==> src/rtl/csr_commit_ctrl.sv <==
// WB-stage commit controller: CSR access, exception/ertn commit, GPR writeback, and IF redirect with a flush hold.
// Optional CSR_COMMIT_CNT_EN adds free-running exc_cnt/ertn_cnt commit counters.
module csr_commit_ctrl #(
  parameter int unsigned FLUSH_HOLD = 0
) (
  input  logic        clk,
  input  logic        resetn,
  input  logic        ms_to_ws_valid,
  output logic        ws_allow_in,
  input  logic [31:0] ms_pc,
  input  logic [31:0] ms_result,
  input  logic [4:0]  ms_dest,
  input  logic        ms_rf_we,
  input  logic [1:0]  ms_csr_op,
  input  logic [13:0] ms_csr_num,
  input  logic [31:0] ms_csr_wdata,
  input  logic [31:0] ms_csr_mask,
  input  logic        ms_ertn,
  input  logic [4:0]  ms_exc_vec,
  output logic [13:0] csr_num,
  input  logic [31:0] csr_rdata,
  output logic        csr_we,
  output logic [31:0] csr_wdata,
  output logic [31:0] csr_wmask,
  output logic        exc_signal,
  output logic        ertn_signal,
  output logic [5:0]  exc_ecode,
  output logic [8:0]  exc_esubcode,
  output logic [31:0] exc_pc,
  input  logic [31:0] csr_target_pc,
  input  logic        int_signal,
  output logic        flush,
  output logic        redirect_valid,
  output logic [31:0] redirect_pc,
  input  logic        redirect_ready,
  output logic        rf_we,
  output logic [4:0]  rf_waddr,
  output logic [31:0] rf_wdata
`ifdef CSR_COMMIT_CNT_EN
  ,
  output logic [31:0] exc_cnt,
  output logic [31:0] ertn_cnt
`endif
);

  typedef enum logic [1:0] {RUN, REDIR, HOLD} state_t;

  localparam logic [3:0] HOLD_LOAD = (FLUSH_HOLD > 0) ? 4'(FLUSH_HOLD - 1) : 4'd0;

  state_t      state, state_nxt;
  logic [3:0]  hold_cnt;
  logic        ws_valid;
  logic [31:0] ws_pc;
  logic [31:0] ws_result;
  logic [4:0]  ws_dest;
  logic        ws_rf_we;
  logic [1:0]  ws_csr_op;
  logic [13:0] ws_csr_num;
  logic [31:0] ws_csr_wdata;
  logic [31:0] ws_csr_mask;
  logic        ws_ertn;
  logic [4:0]  ws_exc_vec;
  logic        exc, ert, commit, ws_load;

  // Interrupts are only taken against a live instruction in RUN.
  assign exc     = (state == RUN) && ws_valid && (int_signal || (|ws_exc_vec));
  assign ert     = (state == RUN) && ws_valid && ws_ertn && !exc;
  assign commit  = exc || ert;
  assign ws_load = ms_to_ws_valid && ws_allow_in && !flush;

  always_ff @(posedge clk or negedge resetn) begin
    if (!resetn) begin
      ws_valid     <= 1'b0;
      ws_pc        <= '0;
      ws_result    <= '0;
      ws_dest      <= '0;
      ws_rf_we     <= 1'b0;
      ws_csr_op    <= '0;
      ws_csr_num   <= '0;
      ws_csr_wdata <= '0;
      ws_csr_mask  <= '0;
      ws_ertn      <= 1'b0;
      ws_exc_vec   <= '0;
    end else begin
      ws_valid <= ws_load;
      if (ws_load) begin
        ws_pc        <= ms_pc;
        ws_result    <= ms_result;
        ws_dest      <= ms_dest;
        ws_rf_we     <= ms_rf_we;
        ws_csr_op    <= ms_csr_op;
        ws_csr_num   <= ms_csr_num;
        ws_csr_wdata <= ms_csr_wdata;
        ws_csr_mask  <= ms_csr_mask;
        ws_ertn      <= ms_ertn;
        ws_exc_vec   <= ms_exc_vec;
      end
    end
  end

  always_ff @(posedge clk or negedge resetn) begin
    if (!resetn) begin
      state       <= RUN;
      hold_cnt    <= '0;
      redirect_pc <= '0;
    end else begin
      state <= state_nxt;
      if (commit)
        redirect_pc <= csr_target_pc;
      if (state == REDIR && redirect_ready)
        hold_cnt <= HOLD_LOAD;
      else if (state == HOLD && hold_cnt != 4'd0)
        hold_cnt <= hold_cnt - 4'd1;
    end
  end

  always_comb begin
    state_nxt = state;
    case (state)
      RUN:     if (commit) state_nxt = REDIR;
      REDIR:   if (redirect_ready) state_nxt = (FLUSH_HOLD > 0) ? HOLD : RUN;
      HOLD:    if (hold_cnt == 4'd0) state_nxt = RUN;
      default: state_nxt = RUN;
    endcase
  end

  // resetn gating keeps ws_allow_in low while reset is asserted.
  always_comb begin
    redirect_valid = (state == REDIR);
    flush          = (state != RUN) || commit;
    ws_allow_in    = resetn && (state == RUN) && !commit;
  end

  always_comb begin
    exc_signal   = exc;
    ertn_signal  = ert;
    exc_pc       = ws_pc;
    exc_ecode    = 6'h00;
    exc_esubcode = 9'h000;
    if (exc && !int_signal) begin
      if      (ws_exc_vec[0]) exc_ecode = 6'h08;
      else if (ws_exc_vec[1]) exc_ecode = 6'h0D;
      else if (ws_exc_vec[2]) exc_ecode = 6'h0B;
      else if (ws_exc_vec[3]) exc_ecode = 6'h0C;
      else                    exc_ecode = 6'h09;
    end
  end

  always_comb begin
    csr_num   = ws_csr_num;
    csr_wdata = ws_csr_wdata;
    csr_we    = ws_valid && ws_csr_op[1] && !exc && (state == RUN);
    case (ws_csr_op)
      2'b10:   csr_wmask = '1;
      2'b11:   csr_wmask = ws_csr_mask;
      default: csr_wmask = '0;
    endcase
    rf_we    = ws_valid && ws_rf_we && !exc && (state == RUN);
    rf_waddr = ws_dest;
    rf_wdata = (ws_csr_op != 2'b00) ? csr_rdata : ws_result;
  end

`ifdef CSR_COMMIT_CNT_EN
  always_ff @(posedge clk or negedge resetn) begin
    if (!resetn) begin
      exc_cnt  <= '0;
      ertn_cnt <= '0;
    end else begin
      if (exc_signal)  exc_cnt  <= exc_cnt + 32'd1;
      if (ertn_signal) ertn_cnt <= ertn_cnt + 32'd1;
    end
  end
`endif

endmodule

==> config.mk <==
export PLATFORM = sky130hd
export DESIGN_NAME = csr_commit_ctrl
export DESIGN_NICKNAME = d
export VERILOG_FILES = /design/src/rtl/csr_commit_ctrl.sv
export SDC_FILE = /design/constraint.sdc
export NUM_CORES = 1
export LEC_CHECK = 0
export CAP_MARGIN = 15
export CORE_ASPECT_RATIO = 0.8
export CORE_MARGIN = 4
export CORE_UTILIZATION = 35
export CTS_CLUSTER_DIAMETER = 80
export DETAILED_ROUTE_END_ITERATION = 12
export HOLD_SLACK_MARGIN = 0.1
export PLACE_DENSITY_LB_ADDON = 0.25
export REMOVE_ABC_BUFFERS = 1
export SLEW_MARGIN = 0
export SYNTH_ARGS = -nofsm -noshare
export SYNTH_HDL_FRONTEND = slang
export SYNTH_SLANG_ARGS = --single-unit
==> constraint.sdc <==
create_clock -name clk -period 3.3 [get_ports clk]
set_input_delay 0.99 -clock clk [delete_from_list [all_inputs] [get_ports clk]]
set_output_delay 0.99 -clock clk [all_outputs]
set_load 0.01 [all_outputs]
Yosys cells after proc, flatten, opt, wreduce, memory -nomap -nowiden
Cells that the tools add are included.
W data, S select, Z words.
{"block": "classes", "eq_ne": 7, "reduce_logical": 32, "n_mux": 13, "n_addsub": 1}
{"op": "$pmux W32 S2", "n": 1}
{"op": "$mux W32", "n": 1}
{"op": "$logic_and A1 B1 Y1", "n": 17}
{"op": "$mux W3", "n": 4}
{"op": "$mux W4", "n": 3}
{"op": "$eq A2 B2 Y1 const B", "n": 3}
{"op": "$mux W2", "n": 3}
{"op": "$pmux W2 S3", "n": 1}
{"op": "$reduce_bool A2 Y1", "n": 3}
{"op": "$reduce_or A5 Y1", "n": 1}
{"op": "$logic_not A1 Y1", "n": 4}
{"op": "$logic_not A4 Y1", "n": 1}
{"op": "$ne A2 B1 Y1 const B", "n": 2}
{"op": "$reduce_bool A4 Y1", "n": 1}
{"op": "$sub A4 B1 Y4 const B", "n": 1}
{"op": "$logic_or A1 B1 Y1", "n": 3}
{"op": "$reduce_and A3 Y1", "n": 1}
{"op": "$eq A2 B1 Y1 const B", "n": 1}
{"op": "$logic_not A2 Y1", "n": 1}
{"op": "$ne A2 B2 Y1 const B", "n": 1}
{"block": "word_totals", "wordCells": 67, "regBits": 195, "output_inout_bits": 201, "in_bits": 225}

Depth between registers and ports, before layout
Gate-level depths: netlist of the first run.
{"block": "depth", "depth_word": 10, "ltp_mapped": 8}

Least setup slack after synthesis of the first run
OpenSTA, ideal clock, no wires.
{"block": "synth_path", "path_type": "input to output", "start": "in int_signal", "end": "out csr_we", "setup_slack_ns": 0.492, "path_stages": 3, "n_path_buf": 0, "t_arrival_ns": 1.818, "path_cell_list": "nor4_4 nor3b_1 and3_1"}
{"block": "synth_between", "elab_chain_cells": 5}
{"item": "start, declared", "line": "31", "rtl": "input logic int_signal,"}
{"item": "$logic_or A1 B1 Y1", "line": "66", "rtl": "assign exc = (state == RUN) && ws_valid && (int_signal || (|ws_exc_vec));"}
{"item": "$logic_and A1 B1 Y1", "line": "66"}
{"item": "$logic_not A1 Y1", "line": "152", "rtl": "csr_we = ws_valid && ws_csr_op[1] && !exc && (state == RUN);"}
{"item": "$logic_and A1 B1 Y1 (2 in a row)", "line": "152"}
{"item": "end, declared", "line": "22", "rtl": "output logic csr_we,"}
No other way between the ends.

Worst setup path after layout of the first run
{"block": "layout_path", "start": "in int_signal", "end": "out flush"}
{"block": "layout_between", "elab_chain_cells": 6}
{"item": "$logic_or A1 B1 Y1 *", "line": "66"}
{"item": "$logic_and A1 B1 Y1 *", "line": "66"}
{"item": "$logic_not A1 Y1", "line": "67", "rtl": "assign ert = (state == RUN) && ws_valid && ws_ertn && !exc;"}
{"item": "$logic_and A1 B1 Y1", "line": "67"}
{"item": "$logic_or A1 B1 Y1 *", "line": "68", "rtl": "assign commit = exc || ert;"}
{"item": "$logic_or A1 B1 Y1 *", "line": "130", "rtl": "flush = (state != RUN) || commit;"}
{"item": "end, declared", "line": "32", "rtl": "output logic flush,"}
Every way passes the cells marked *; elsewhere a longest branch is shown, timed or not.

==> results_dict.tcl, run 1 <==
set metrics [dict create \
    wl_per_cell_um 18.9 \
    post-place-cells 1295 \
    post-route-drc-count 0 \
    synth_flop_cell "dfrtp_1" \
    rows 50 \
    finalCriticalPeriod_ns 3.17 \
    clockBufferDepth 2 \
    antenna_found_initial 3 \
    synth.distinct_cells 25 \
    multiInputGateArea_um2 3110 \
    port_buffers 414 \
    drt_first_pass_iters 4 \
    synth_warnings 0 \
    num_vias 6129 \
    layout.cells.non_filler 1324 \
    ys_top_cells_by_count "190 x dfrtp_1, 128 x mux2_2, 54 x mux2_4, 39 x nand2_1, 34 x inv_1" \
    powerDensity_nw_per_um2 742 \
    cp-start-kind "input pin" \
    setup_viol 0 \
    fmaxAchievable_ghz 0.315 \
    grt_max_degree 132 \
    clkPwrFrac_pct 20.5 \
    gp_congestion 0.852 \
    ioPinCount 426 \
    cts_buffers 17 \
    pwr-share-comb_pct 43.1 \
    worst_pin_slew_ns 0.768 \
    cts.sinks 190 \
    setup_slack_ns 0.130 \
    worst_path_max_delay_cell "dlygate4sd2_1" \
    synth_seq_cells 190 \
    period_share_pct 96.1 \
    power_leakage_nw 5.60 \
    grt_pass1_wl_um 38700 \
    crit_arrival_ns 2.18 \
    netlist.area_leader.share_pct 57.1 \
    clockRootBuffer "clkbuf_16" \
    synth.largest_area_cell "dfrtp_1" \
    drt_wl_total_um 25000 \
    ant_nets 0 \
    area_growth_pct 60.0 \
    r2r_setup_slack_ns 1.15 \
    netlist_instances 588 \
    relSlewSlack_pct 48.8 \
    maxCapViolations 0 \
    yosys-top-cells-area "dfrtp_1 57%, mux2_2 17%, mux2_4 9.7%, a21boi_0 2.9%, o22ai_1 2.4%" \
    synth_edf_count 0 \
    die_y_um 146 \
    synth_area_um2 8330 \
    p_seq_share_pct 36.4 \
    critPathCaptureType "output pin" \
    register_area_um2 4750 \
    place_hpwl_um 18500 \
    cts_tree "yes" \
    viasPerCell 4.63 \
    path_cells "dlygate4sd2_1 -> nor4_4 -> buf_4 -> nand2_1 -> buf_4 -> nand2_1 -> nand2_1 -> dlygate4sd2_1" \
    max_stage_delay_ns 0.28 \
    grt_pass1_vias 6655 \
    cts_max_level 4 \
    drtIter0Drc 242 \
    die_w_um 180 \
    gr-total-overflow 0 \
    swShare_pct 30.2 \
    core_um2 23400 \
    ir_drop_v 0.000401 \
    initial_core_util_pct 35.6 \
    crit_type "input pin to output pin" \
    place_ws_ns -0.398 \
    avgSynthCellArea_um2 14.2 \
    path_common_cell "nand2_1" \
    post_cts_buffers 0 \
    rsz0062_at_grt "no" \
    drv_slew 0 \
    fp.dieArea_um2 26300 \
    nets 1227 \
    hp-class "flip-flop to flip-flop" \
    p_sw_mw 2.99 \
    cp_data_required_time_ns 2.31 \
    diodes 0 \
    grtUsageTotal_pct 18.6 \
    ys_async_sr_fraction_pct 100 \
    critical_path_peak_fanout 3 \
    layout-drive-gt1-share_pct 23.4 \
    fillers 1955 \
    hold_viol 0 \
    outcome "finished, final reports clean" \
    synth-seq-area-share_pct 57.1 \
    internal-power_mw 6.89 \
    finClkSkew_ns 0.0114 \
    synth.most_common_cell "dfrtp_1" \
    clk_latency_ns 0.43 \
    clk_pin_slew_ns 0.06 \
]
power groups by stage:
stage	sequential (mW)	combinational, mW	clock, mW
CTS	3.61	4.33	2.08
detailed placement	3.63	4.31	0
finish	3.60	4.26	2.02
floorplan	3.86	1.67	0
global route	3.71	4.53	2.19
global placement	3.61	4.29	0
state kept, by name, indices dropped and copies added (netlist names):
| name | count |
|---|---|
| ws_rf_we | 1 |
| ws_exc_vec | 5 |
| ws_valid | 1 |
| ws_ertn | 1 |
| ws_csr_op | 2 |
| rf_waddr | 5 |
| ws_result | 32 |
| ws_csr_mask | 32 |
| csr_num | 14 |
| state | 1 |
| redirect_pc | 32 |
| csr_wdata | 32 |
| exc_pc | 32 |
layer usage:
layer  GRT usage (%)  up-vias  part of all wire (%)
li1                -     2848                     -
met1            21.9     3000                    40
met2            31.5      248                    49
met3            8.20       27                   9.0
met4            4.84        6                   1.6
met5               0        -                  0.11
cell usage in the layout (no fill, tap or decap), drive strengths merged, types with 2 or more instances in the layout:
master and n:
inv 39, clkinv 3, a21boi 32, nor2b 2, a32o 5, clkdlybuf4s50 403
o21ai 2, dfrtp 190, conb 11, nor2 3, or3 2, nor3 4
nor3b 2, dlygate4sd2 10, clkbuf 20, o22ai 32, mux2 182, nand2 39
and3 4, a21oi 2, buf 20
worst max-delay path, delay by kind of cell:
family | cells | cell delay [ns]
buffers and inverters | 4 | 0.87
and+or+nand+nor | 4 | 0.32
logic make-up after synthesis:
kind of cell	count (synthesis)	synth area share, %
buffers and inverters	83	6.31
other	1	0.0450
flip-flops	190	57.1
AO/OA/AOI/OAI	73	6.13
AND/OR/NAND/NOR	59	3.35
multiplexers	182	27.1
cell type report:
class | instances | share of cell area [%]
Clock inverter | 10 | 0.798
Timing Repair Buffer | 434 | 32.8
Tap cell | 312 | 2.93
Inverter | 34 | 0.958
Multi-Input combinational cell | 325 | 23.4
Sequential cell | 190 | 35.7
Clock buffer | 19 | 3.40
metrics by stage:
stage	area [um^2]	power (mW)	util, %	hold slack [ns]	setup TNS [ns]
floorplan	7970	5.53	-	0.464	-1322.87
global placement	12800	7.89	54.6	0.488	-2.71
detailed placement	12800	7.95	54.6	0.492	-3.01
CTS	13300	10.0	56.9	0.508	0
global route	13300	10.4	56.9	0.516	0
finish	13300	9.88	56.9	0.505	0
repair_timing:
item,CTS,global route
endpoints found under the setup margin,10,0
endpoints found under the hold margin,0,0
gates resized for setup,11,0
hold buffers,0,0
final timing paths:
kind,startpoint,endpoint,cells past startpoint
min in group asynchronous,resetn,ws_exc_vec[2]$_DFFE_PN0P_,2
setup reg to reg,ws_exc_vec[1]$_DFFE_PN0P_,ws_result[28]$_DFFE_PN0P_,6
max in group asynchronous,resetn,ws_csr_mask[12]$_DFFE_PN0P_,3
hold / removal,exc_pc[30]$_DFFE_PN0P_,exc_pc[30]$_DFFE_PN0P_,1
hold reg to reg,exc_pc[30]$_DFFE_PN0P_,exc_pc[30]$_DFFE_PN0P_,1
setup / recovery,int_signal,flush,8
No activity file was read; power rests on OpenSTA's default activity.
==> run 2: changes to the inputs <==
--- a/config.mk
+++ b/config.mk
@@ -6,11 +6,10 @@
 export NUM_CORES = 1
 export LEC_CHECK = 0
 export CAP_MARGIN = 15
-export CORE_ASPECT_RATIO = 0.8
-export CORE_MARGIN = 4
-export CORE_UTILIZATION = 35
+export CORE_AREA = 4 4 164 166
 export CTS_CLUSTER_DIAMETER = 80
 export DETAILED_ROUTE_END_ITERATION = 12
+export DIE_AREA = 0 0 168 170
 export HOLD_SLACK_MARGIN = 0.1
 export PLACE_DENSITY_LB_ADDON = 0.25
 export REMOVE_ABC_BUFFERS = 1
==> results_dict.tcl, run 2 (same netlist as run 1, synthesis figures left out) <==
set metrics [dict create \
    outcome "finished, final reports clean" \
    place_hpwl_um 18200 \
    max_stage_delay_ns 0.54 \
    die_w_um 168 \
    antenna_found_initial 0 \
    relSlewSlack_pct 30.7 \
    fmaxAchievable_ghz 0.315 \
    viasPerCell 4.54 \
    power_leakage_nw 5.60 \
    cts_buffers 17 \
    layout-drive-gt1-share_pct 23.6 \
    final_common_cell "clkdlybuf4s50_1" \
    critical_path_peak_fanout 1 \
    register_area_um2 4750 \
    gp_congestion 0.869 \
    wl_per_cell_um 18.6 \
    worst_path_max_delay_cell "clkdlybuf4s50_1" \
    reg2reg_depth 6 \
    layout.cells.non_filler 1350 \
    crit_type "input pin to output pin" \
    clockBufferDepth 2 \
    port_buffers 414 \
    die_y_um 170 \
    rsz0062_at_grt "no" \
    hold_viol 0 \
    setup_viol 0 \
    utilization_pct 52.2 \
    worst_pin_slew_ns 1.04 \
    fillers 2261 \
    drtIter0Drc 259 \
    cts.sinks 190 \
    cts_max_level 4 \
    path_cells "clkdlybuf4s50_1 -> mux2_2 -> clkdlybuf4s50_1" \
    r2r_start "ws_exc_vec[1]$_DFFE_PN0P_" \
    initial_core_util_pct 32.5 \
    cp_data_required_time_ns 2.31 \
    grtUsageTotal_pct 16.9 \
    path_common_cell "clkdlybuf4s50_1" \
    ant_nets 0 \
    grt_pass1_vias 6593 \
    core_um2 25600 \
    post-route-drc-count 0 \
    hold_buffers 0 \
    cts_tree "yes" \
    num_vias 6130 \
    critPathCapture "rf_wdata[9]" \
    cp-start-kind "input pin" \
    hp-class "input pin to asynchronous set/reset pin" \
    post-place-cells 1317 \
    drv_slew 0 \
    ir_drop_v 0.000366 \
    period_share_pct 96.3 \
    grt_max_degree 179 \
    post_cts_buffers 0 \
    final.setup.tns_ns 0 \
    critPathCaptureType "output pin" \
    multiInputGateArea_um2 3110 \
    ioPinCount 426 \
    gr-total-overflow 0 \
    powerDensity_nw_per_um2 744 \
    drt_wl_total_um 25100 \
    area_growth_pct 60.5 \
    clk_pin_slew_ns 0.08 \
    clk_latency_ns 0.43 \
    crit_arrival_ns 2.19 \
    grt_pass1_wl_um 38200 \
    r2r_end "ws_rf_we$_DFFE_PN0P_" \
    most-common-layout-cells "404 x clkdlybuf4s50_1, 190 x dfrtp_1, 128 x mux2_2" \
    drt_first_pass_iters 4 \
    rows 59 \
    fp.dieArea_um2 28600 \
    r2r_setup_slack_ns 1.09 \
    maxCapViolations 0 \
    finClkSkew_ns 0.0126 \
    nets 1226 \
    cp-startpoint "csr_rdata[9]" \
    finalCriticalPeriod_ns 3.18 \
    clockRootBuffer "clkbuf_16" \
]
==> run 2: changes by cell type in the layout (fill, tap and decap cells not counted), moves of 2 or more <==
cell / change
clkdlybuf4s15_1: +2
clkbuf_8: -2
inv_8: +2
dlygate4sd2_1: -4
inv_6: +2
clkinv_4: -2
clkinv_8: +3
==> run 2: metal layers <==
metal  GRT usage (%)  vias up  wire length, um
met3            6.25       42             2150
met1            21.0     2981            10300
met2            26.9      264            11800
li1                -     2843                -
met5               0        -                0
met4            7.02        0              782
==> run 2: through the flow <==
stage               hold WS (ns)  total power [mW]  cell area (um^2)  setup WS, ns
floorplan                  0.464              5.53              7970         -8.56
CTS                        0.384              10.1             13400       0.00533
detailed placement         0.493              7.93             12800        -0.444
global route               0.386              10.5             13400        0.0713
finish                     0.407              9.95             13400         0.121
global placement           0.489              7.89             12800        -0.439
==> run 2: worst max-delay path, delay by kind of cell <==
family   cells  cell delay (ns)
buf+inv      2             0.94
mux          1             0.26
==> run 2: what timing repair did <==
item | CTS | global route
resized for setup | 10 | 4
setup endpoints to repair | 9 | 4
gates cloned | 0 | 0
==> run 2: how the worst min path moves through the flow <==
| stage | end | cells after the start | slack (ns) | startpoint |
|---|---|---|---|---|
| 6_report | ws_csr_mask[18]$_DFFE_PN0P_ | 1 | 0.41 | resetn |
| 5_1_grt | ws_csr_mask[25]$_DFFE_PN0P_ | 1 | 0.39 | resetn |
| 4_1_cts | ws_csr_mask[25]$_DFFE_PN0P_ | 1 | 0.38 | resetn |
| 3_5_place_dp | ws_result[9]$_DFFE_PN0P_ | 1 | 0.49 | ws_result[9]$_DFFE_PN0P_ |
| 3_3_place_gp | ws_result[9]$_DFFE_PN0P_ | 1 | 0.49 | ws_result[9]$_DFFE_PN0P_ |
| 2_1_floorplan | ws_ertn$_DFFE_PN0P_ | 2 | 0.46 | ws_ertn$_DFFE_PN0P_ |
==> run 2: final cells by class <==
cell class                      count  area share, %
Clock buffer                       18           3.21
Clock inverter                     14           1.27
Sequential cell                   190           35.6
Timing Repair Buffer              433           32.6
Multi-Input combinational cell    325           23.3
Inverter                           34          0.955
Tap cell                          335           3.14
Antenna cell                        1         0.0187
==> run 2: power breakdown <==
part	total [mW]	switching, mW	leakage, nW	internal (mW)
clock network	2.11	1.01	0.295	1.09
registers	3.59	0.429	2.25	3.16
logic	4.25	1.61	3.06	2.65
